$ cat src/rtl/gf2_div_pkg.sv
// Shared definitions for the bit-serial GF(2)[x] polynomial divider:
// FSM state type, default operand width and counter-width helper.
package gf2_div_pkg;

  localparam int GF2_DIV_N_DEFAULT = 117;

  typedef enum logic [2:0] {
    IDLE,
    NORM,
    DIV,
    DENORM,
    DONE
  } div_state_t;

  // Width of the shift / step counters for a dividend of m bits and divisor of n bits
  function automatic int cnt_w(input int m, input int n);
    return $clog2(m + n);
  endfunction

endpackage

$ cat src/rtl/gf2_div_step.sv
// One long-division step over GF(2): shift the next dividend bit into the
// partial remainder and subtract (XOR) the normalized divisor when the
// leading coefficient is set.
module gf2_div_step
  import gf2_div_pkg::*;
#(
  parameter int N = GF2_DIV_N_DEFAULT
) (
  input  logic [N-2:0] r,
  input  logic         b,
  // low coefficients of the normalized divisor; its x^(N-1) term is always 1
  input  logic [N-2:0] d,
  output logic [N-2:0] r_next,
  output logic         qb
);

  logic [N-1:0] t;

  // form {r, b}, take the leading coefficient as the quotient bit, reduce
  always_comb begin
    t      = {r, b};
    qb     = t[N-1];
    r_next = t[N-2:0] ^ (qb ? d : '0);
  end

endmodule

$ cat src/rtl/gf2_poly_div.sv
// Bit-serial GF(2)[x] divider: quotient and remainder of an M-bit dividend by
// an N-bit divisor, one division step per clock, start/done handshake.
// Optional macro GF2_DIV_QUOTIENT_EN: keeps the quotient register and port;
// without it the block is a pure reducer (remainder only, same latency).
module gf2_poly_div
  import gf2_div_pkg::*;
#(
  parameter int N = GF2_DIV_N_DEFAULT,
  parameter int M = 2 * N - 1
) (
  input  logic         clk,
  input  logic         rst_n,
  input  logic         start,
  input  logic [M-1:0] dividend,
  input  logic [N-1:0] divisor,
  output logic         busy,
  output logic         done,
`ifdef GF2_DIV_QUOTIENT_EN
  output logic [M-1:0] quotient,
`endif
  output logic [N-2:0] remainder,
  output logic         div_zero
);

  localparam int CW = cnt_w(M, N);

  div_state_t      state;
  logic [M-1:0]    a;          // dividend shift register, MSB fed first
  logic [N-1:0]    d;          // divisor, left-aligned during NORM
  logic [N-2:0]    r;          // partial remainder
  logic [CW-1:0]   s;          // normalization shift amount
  logic [CW-1:0]   c;          // remaining division steps minus one
  logic            zero_flag;
  logic [N-2:0]    r_next;
`ifdef GF2_DIV_QUOTIENT_EN
  logic [M-1:0]    q;
  logic            qb;
`else
  // quotient bit is not needed when only reducing
  logic            qb_unused;
`endif

  gf2_div_step #(
    .N (N)
  ) u_step (
    .r      (r),
    .b      (a[M-1]),
    .d      (d[N-2:0]),
    .r_next (r_next),
`ifdef GF2_DIV_QUOTIENT_EN
    .qb     (qb)
`else
    .qb     (qb_unused)
`endif
  );

  // control FSM, datapath registers and held result outputs
  always_ff @(posedge clk or negedge rst_n) begin
    if (!rst_n) begin
      state     <= IDLE;
      a         <= '0;
      d         <= '0;
      r         <= '0;
      s         <= '0;
      c         <= '0;
      zero_flag <= 1'b0;
      busy      <= 1'b0;
      done      <= 1'b0;
      remainder <= '0;
      div_zero  <= 1'b0;
`ifdef GF2_DIV_QUOTIENT_EN
      q         <= '0;
      quotient  <= '0;
`endif
    end else begin
      done <= 1'b0;
      case (state)
        IDLE: begin
          if (start) begin
            a         <= dividend;
            d         <= divisor;
            r         <= '0;
            s         <= '0;
            zero_flag <= 1'b0;
`ifdef GF2_DIV_QUOTIENT_EN
            q         <= '0;
`endif
            busy      <= 1'b1;
            state     <= NORM;
          end
        end
        NORM: begin
          if (d == '0) begin
            // zero divisor passes through DENORM with s==0, giving the
            // fixed two-edge latency for this case
            zero_flag <= 1'b1;
            r         <= '0;
`ifdef GF2_DIV_QUOTIENT_EN
            q         <= '0;
`endif
            state     <= DENORM;
          end else if (!d[N-1]) begin
            d <= {d[N-2:0], 1'b0};
            s <= s + CW'(1);
          end else begin
            c     <= s + CW'(M - 1);
            state <= DIV;
          end
        end
        DIV: begin
          // zeros shift in behind the dividend, so b becomes 0 once it is used up
          a <= {a[M-2:0], 1'b0};
          r <= r_next;
`ifdef GF2_DIV_QUOTIENT_EN
          q <= {q[M-2:0], qb};
`endif
          if (c == '0) state <= DENORM;
          else         c     <= c - CW'(1);
        end
        DENORM: begin
          if (s != '0) begin
            r <= r >> 1;
            s <= s - CW'(1);
          end else begin
            remainder <= r;
            div_zero  <= zero_flag;
`ifdef GF2_DIV_QUOTIENT_EN
            quotient  <= q;
`endif
            busy      <= 1'b0;
            done      <= 1'b1;
            state     <= DONE;
          end
        end
        DONE: begin
          state <= IDLE;
        end
        default: begin
          state <= IDLE;
        end
      endcase
    end
  end

endmodule

$ cat config.mk
export PLATFORM = sky130hd
export DESIGN_NAME = gf2_poly_div
export DESIGN_NICKNAME = d
export VERILOG_FILES = /design/src/rtl/gf2_div_pkg.sv /design/src/rtl/gf2_div_step.sv /design/src/rtl/gf2_poly_div.sv
export SDC_FILE = /design/constraint.sdc
export NUM_CORES = 2
export LEC_CHECK = 0
export ABC_AREA = 1
export BUFFER_PORTS_ARGS = -buffer_cell sky130_fd_sc_hd__buf_2
export CAP_MARGIN = 15
export CORE_UTILIZATION = 52
export DETAILED_ROUTE_END_ITERATION = 10
export HOLD_SLACK_MARGIN = 0.08
export PLACE_DENSITY = 0.79
export SYNTH_ARGS = -nofsm -noshare
export SYNTH_HDL_FRONTEND = slang
export SYNTH_SLANG_ARGS = --single-unit
$ cat constraint.sdc
create_clock -name clk -period 2.75 [get_ports clk]
set_input_delay 0.4125 -clock clk [delete_from_list [all_inputs] [get_ports clk]]
set_output_delay 0.4125 -clock clk [all_outputs]
set_load 0.01 [all_outputs]
; Word-level counts from Yosys, hierarchy flattened
; Index checks and enable logic that the tools add are counted.
[classes]
addsub = 4
n_eq_ne = 13
muxes = 34
bitwise_logic = 2
n_reduce_logical = 20
[op_table]
columns = op, count
row1 = one-hot mux 233 bit (2 select lines), 1
row2 = 2-to-1 mux 116 bit, 4
row3 = one-hot mux 116 bit (4 select lines), 1
row4 = 2-to-1 mux 117 bit, 3
row5 = one-hot mux 117 bit (2 select lines), 1
row6 = 2-to-1 mux 233 bit, 1
row7 = logical NOT 117 bit, 1
row8 = XOR 116 bit, 1
row9 = 2-to-1 mux 9 bit, 7
row10 = one-hot mux 9 bit (3 select lines), 1
row11 = != test 2 bit (second input constant), 9
row12 = one-hot mux 9 bit (2 select lines), 1
row13 = subtractor 9 x 1 -> 9 bit (second input constant), 2
row14 = AND reduction 4 bit, 4
row15 = 2-to-1 mux 3 bit, 5
row16 = one-hot mux 3 bit (4 select lines), 1
row17 = adder 9 x 1 -> 9 bit (second input constant), 1
row18 = adder 9 x 8 -> 9 bit (second input constant), 1
row19 = logical NOT 9 bit, 1
row20 = AND reduction 3 bit, 3
row21 = nonzero test 9 bit, 1
row22 = nonzero test 2 bit, 4
row23 = equality test 3 x 2 -> 1 bit (second input constant), 2
row24 = 2-to-1 mux 1 bit, 6
row25 = other kinds (9), 11
[word_totals]
regBits = 607
in_bits = 353
out_inout_bits = 119
elab_cells = 85

; Longest topological paths before layout
[logic_depth]
depth_word = 4
ltp_mapped = 16
depth_no_buf = 14

; Cells and area by module
; Synthesis repeated with hierarchy kept, for this count alone.
[hier_totals]
hier_cells = 3844
area_unflattened_um2 = 29721.0
[modules_own_cells]
columns = module, instances, cells_per_inst, area_each_um2, seq_area_each_um2
row1 = gf2_poly_div, 1, 3237, 27133.5, 15189.6
row2 = gf2_div_step, 1, 607, 2587.5, 0.0

; Worst setup path after synthesis
; No wires, ideal clock.
[synth_path]
path_type = reg2reg
start = register state[2]
end = register s[8]
setup_time_ns = 0.118
arrival_ns = 2.457
required_ns = 2.632
setup_slack_ns = 0.175
stages_incl_launch_ff = 17
path_buffers = 2
synth_period_minus_slack_ns = 2.575
cell_sequence = dfrtp_1 inv_1 nand2_1 nor2_1 buf_2 buf_1 inv_1 fa_1 inv_1 nand3_1 nand2_1 nand4_1 nand2_1 xnor2_1 nor2_1 nand3_1 nand2_1
[synth_via]
elab_chain_cells = 3
elab_cells_between_ends = 10
classes_between = eq/ne: 6 / mux: 1 / reduce/logical: 3
[synth_lines]
columns = item, line_no
row1 = start: declaration, gf2_poly_div.sv:27  ; div_state_t state;
row2 = start signal: assignment, gf2_poly_div.sv:60  ; state <= IDLE;
row3 = start signal: assignment, gf2_poly_div.sv:89  ; state <= NORM;
row4 = start signal: assignment, gf2_poly_div.sv:101  ; state <= DENORM;
row5 = "equality test 3 x 2 -> 1 bit, or another cell as far along", gf2_poly_div.sv:77  ; case (state)
row6 = != test 2 bit (no line) or nonzero test 3 bit (tied branches), -
row7 = AND reduction 5 bit (no line), -
row8 = end signal: assignment, gf2_poly_div.sv:104  ; s <= s + CW'(1);
row9 = end signal: assignment, gf2_poly_div.sv:123  ; s <= s - CW'(1);
row10 = end: declaration, gf2_poly_div.sv:31  ; logic [CW-1:0] s;
; Several ways; a longest one is shown, not always the timed one.
; A chain may end at the register's enable or synchronous reset.

; Worst setup path after layout
[layout_path]
start = register state[1]
end = register a[136]
[layout_via]
elab_chain_cells = 3
elab_cells_between_ends = 6
classes_between = eq/ne: 2 / mux: 1 / reduce/logical: 3
[layout_lines]
columns = item, line_no
row1 = equality test 3 x 2 -> 1 bit or logical NOT 3 bit (tied branches), gf2_poly_div.sv:77
row2 = nonzero test 2 bit (no line) or != test 2 bit (tied branches), -
row3 = AND reduction 2 bit (no line), -
row4 = end signal: assignment, gf2_poly_div.sv:80  ; a <= dividend;
row5 = end signal: assignment, gf2_poly_div.sv:112  ; a <= {a[M-2:0], 1'b0};
row6 = end: declaration, gf2_poly_div.sv:28  ; logic [M-1:0] a;
; Several ways; a longest one is shown, not always the timed one.

==> results.yml <==
worst_setup_path:
  critPathKind: "reg -> reg"
  cp-start-kind: "flop"
  reg2reg_setup_slack_ps: 230
  cp.required_ps: 3230
  crit_start: "state[1]$_DFFE_PN0P_"
  r2r_cells: 10
  critical_path.max_fanout: 48
  rr_endpoint: "a[136]$_DFFE_PN0P_"
  worstReg2RegStart: "state[1]$_DFFE_PN0P_"
  worst_ep_arrival_time_ps: 3000
  cp-end-kind: "flop"
pwr:
  power_switching_mw: 16.5
  power.density_nw_per_um2: 1060
  report.power.total_mw: 38.2
  pwr-share-comb_pct: 40.4
  switching_share_pct: 43.2
  leakage_nw: 16.6
  p_seq_share_pct: 36.4
  clockPowerShare_pct: 23.3
  p_int_mw: 21.7
  ir_drop_v: 0.000896
sta:
  fin_setup_tns_ps: 0
  slew_violations: 0
  fmax_ghz: 0.397
  finalSetupViolCount: 0
  slew_headroom_pct: 16.0
  fin_crit_sh_pct: 91.6
  hold_viol: 0
  timing.hold.ws_ps: 89.5
  fin_skew_ps: 32.5
  rsz0062_at_grt: "no"
  layout_setup_ws_ps: 231
  min_period_ps: 2520
  worst_pin_slew_ps: 1260
logic_synthesis:
  ys_ff_latch: 607
  synthesis.area_sq_um: 28800
  synth_cells: 3547
  syn-num-nets: 3911
  yosysSeqAreaShare_pct: 52.7
  synth_warnings: 0
  postSynthAreaPerCell_sq_um: 8.13
  synth_cell_types: 35
min_path:
  worstHoldPathCells: 3
  hold_path_end: "a[45]$_DFFE_PN0P_"
  hold_class: "in -> reg"
  hp-start: "dividend[45]"
routing:
  dr.pass1.iters: 7
  avgRoutedWirePerCell_um: 18.8
  wirelength_um: 91900
  antenna_left: 0
  avgViaCountPerCell: 5.87
  drc_errors: 0
  first_iter_violations: 3205
  vias: 28700
die:
  die_area_sq_um: 56400
  ios: 472
  die_h_um: 238
  die_w_um: 238
  rows: 85
  initial_utilization_pct: 53.1
  coreArea_sq_um: 54300
placement:
  gp_congestion: 0.900
  place_inst: 4568
  place.port_buffers: 471
  placedInstanceArea_sq_um: 31800
  pre_cts_ws_ps: 393
  dp_hpwl_um: 53100
job:
  maxCapViolCount: 0
finish:
  fin_nets: 4468
  syn_to_final_growth_pct: 24.8
  fin_area_sq_um: 36000
  final_cells: 4889
  final_common_cell: "nand2_1"
  layout_common_cells: "nand2_1 (706), dfrtp_1 (606), nor2_1 (558)"
  final_layout_size_suffix_gt1_share_pct: 15.7
  final_util_pct: 66.2
cts:
  htree_levels: 3
  clockRootBuffer: "clkbuf_16"
  cts_sinks: 607
  clock_path_buffers: 3
  cts_tree: "done"
  worstSkewPairLatency_ps: 610
  cts_buffers: 66
  clk_pin_slew_ps: 70
  cts_setup_buffers: 0
grt:
  grt_first_pass_wirelength_um: 147000
  grt_max_degree: 237
  grt_use_total_pct: 32.4
  antenna_found_initial: 5
  grt_pass1_vias: 27800
  grt_overflow_total: 0
outcome:
  status: "finished clean"
==> timing repair <==
action                    4_1_cts  5_1_grt
gates resized for setup         0        0
hold endpoints to repair      247        0
hold buffers                  207        0
==> synth_stat cells, drive strengths merged <==
cell,count,area (sq um)
clkinv,2,7.51
clkbuf,132,495
ha,10,125
o21a,1,7.51
a31oi,3,18.8
nand4,9,56.3
xor2,8,70.1
nand2,711,2690
buf,111,626
a22o,1,8.76
a32oi,115,1010
nor4,1,12.5
nor3,3,15.0
inv,263,987
a21oi,10,50.1
or2,1,6.26
o211ai,7,52.6
xnor2,6,52.6
o221ai,1,8.76
o21ai,478,2390
nor2,563,2130
o22ai,232,1450
fa,1,20.0
nand3,270,1350
dfrtp,607,15200
nand3b,1,7.51
==> how the worst max path moves through the flow <==
| stage | endpoint | slack (ps) | cells past startpoint |
|---|---|---|---|
| global route | a[136]$_DFFE_PN0P_ | 170 | 10 |
| finish | a[136]$_DFFE_PN0P_ | 230 | 10 |
| floorplan | s[8]$_DFFE_PN0P_ | 180 | 16 |
| global placement | state[0]$_DFFE_PN0P_ | 420 | 10 |
| CTS | state[1]$_DFFE_PN0P_ | 370 | 10 |
| detailed placement | state[1]$_DFFE_PN0P_ | 390 | 10 |
==> power groups by stage <==
stage	Clock [mW]	Combinational, mW	Sequential (mW)
finish	8.89	15.4	13.9
global route	9.31	17.0	14.2
detailed placement	0	14.5	13.7
CTS	8.94	14.8	13.7
floorplan	0	11.0	13.2
global placement	0	14.0	13.7
==> registers in the layout, summed over array words and instances (netlist names) <==
name       cells
a            233
busy           1
c              9
d            117
div_zero       1
done           1
r            116
remainder    116
s              9
state          3
zero_flag      1
==> worst max-delay path, cell delays in order (launching register included) <==
cell and delay [ps]:
dfrtp_1 400, nor2_1 190, inv_2 80, nor2_1 150
inv_2 70, nor2_4 210, nor2_1 180, inv_6 320
buf_12 290, nor2_1 90, nor2_1 310
==> layer usage <==
layer  part of all wire, %  vias to the layer above  GRT usage [%]
met1                    39                    13600           42.2
met4                   5.1                        4           15.9
met3                   8.3                      348           5.82
met5                 0.025                        -              0
li1                      -                    13000              -
met2                    48                     1677           52.5
==> area by class of cell <==
| cell class | count | area, sq um |
|---|---|---|
| timing repair buffer | 732 | 5140 |
| multi-input combinational | 2432 | 11600 |
| sequential | 607 | 15200 |
| tap | 739 | 925 |
| inverter | 265 | 1010 |
| clock buffer | 90 | 1890 |
| antenna | 6 | 15.0 |
| clock inverter | 18 | 216 |
| fill | 4236 | 18400 |
==> cells by family after synthesis <==
| kind of cell | Yosys count | synth area share, % |
|---|---|---|
| simple gates | 1559 | 21.7 |
| compound gates | 848 | 17.3 |
| flops | 607 | 52.7 |
| buf+inv | 508 | 7.34 |
| xor+xnor | 14 | 0.425 |
| fa+ha+maj | 11 | 0.503 |
No activity file was read; power rests on OpenSTA's default activity.
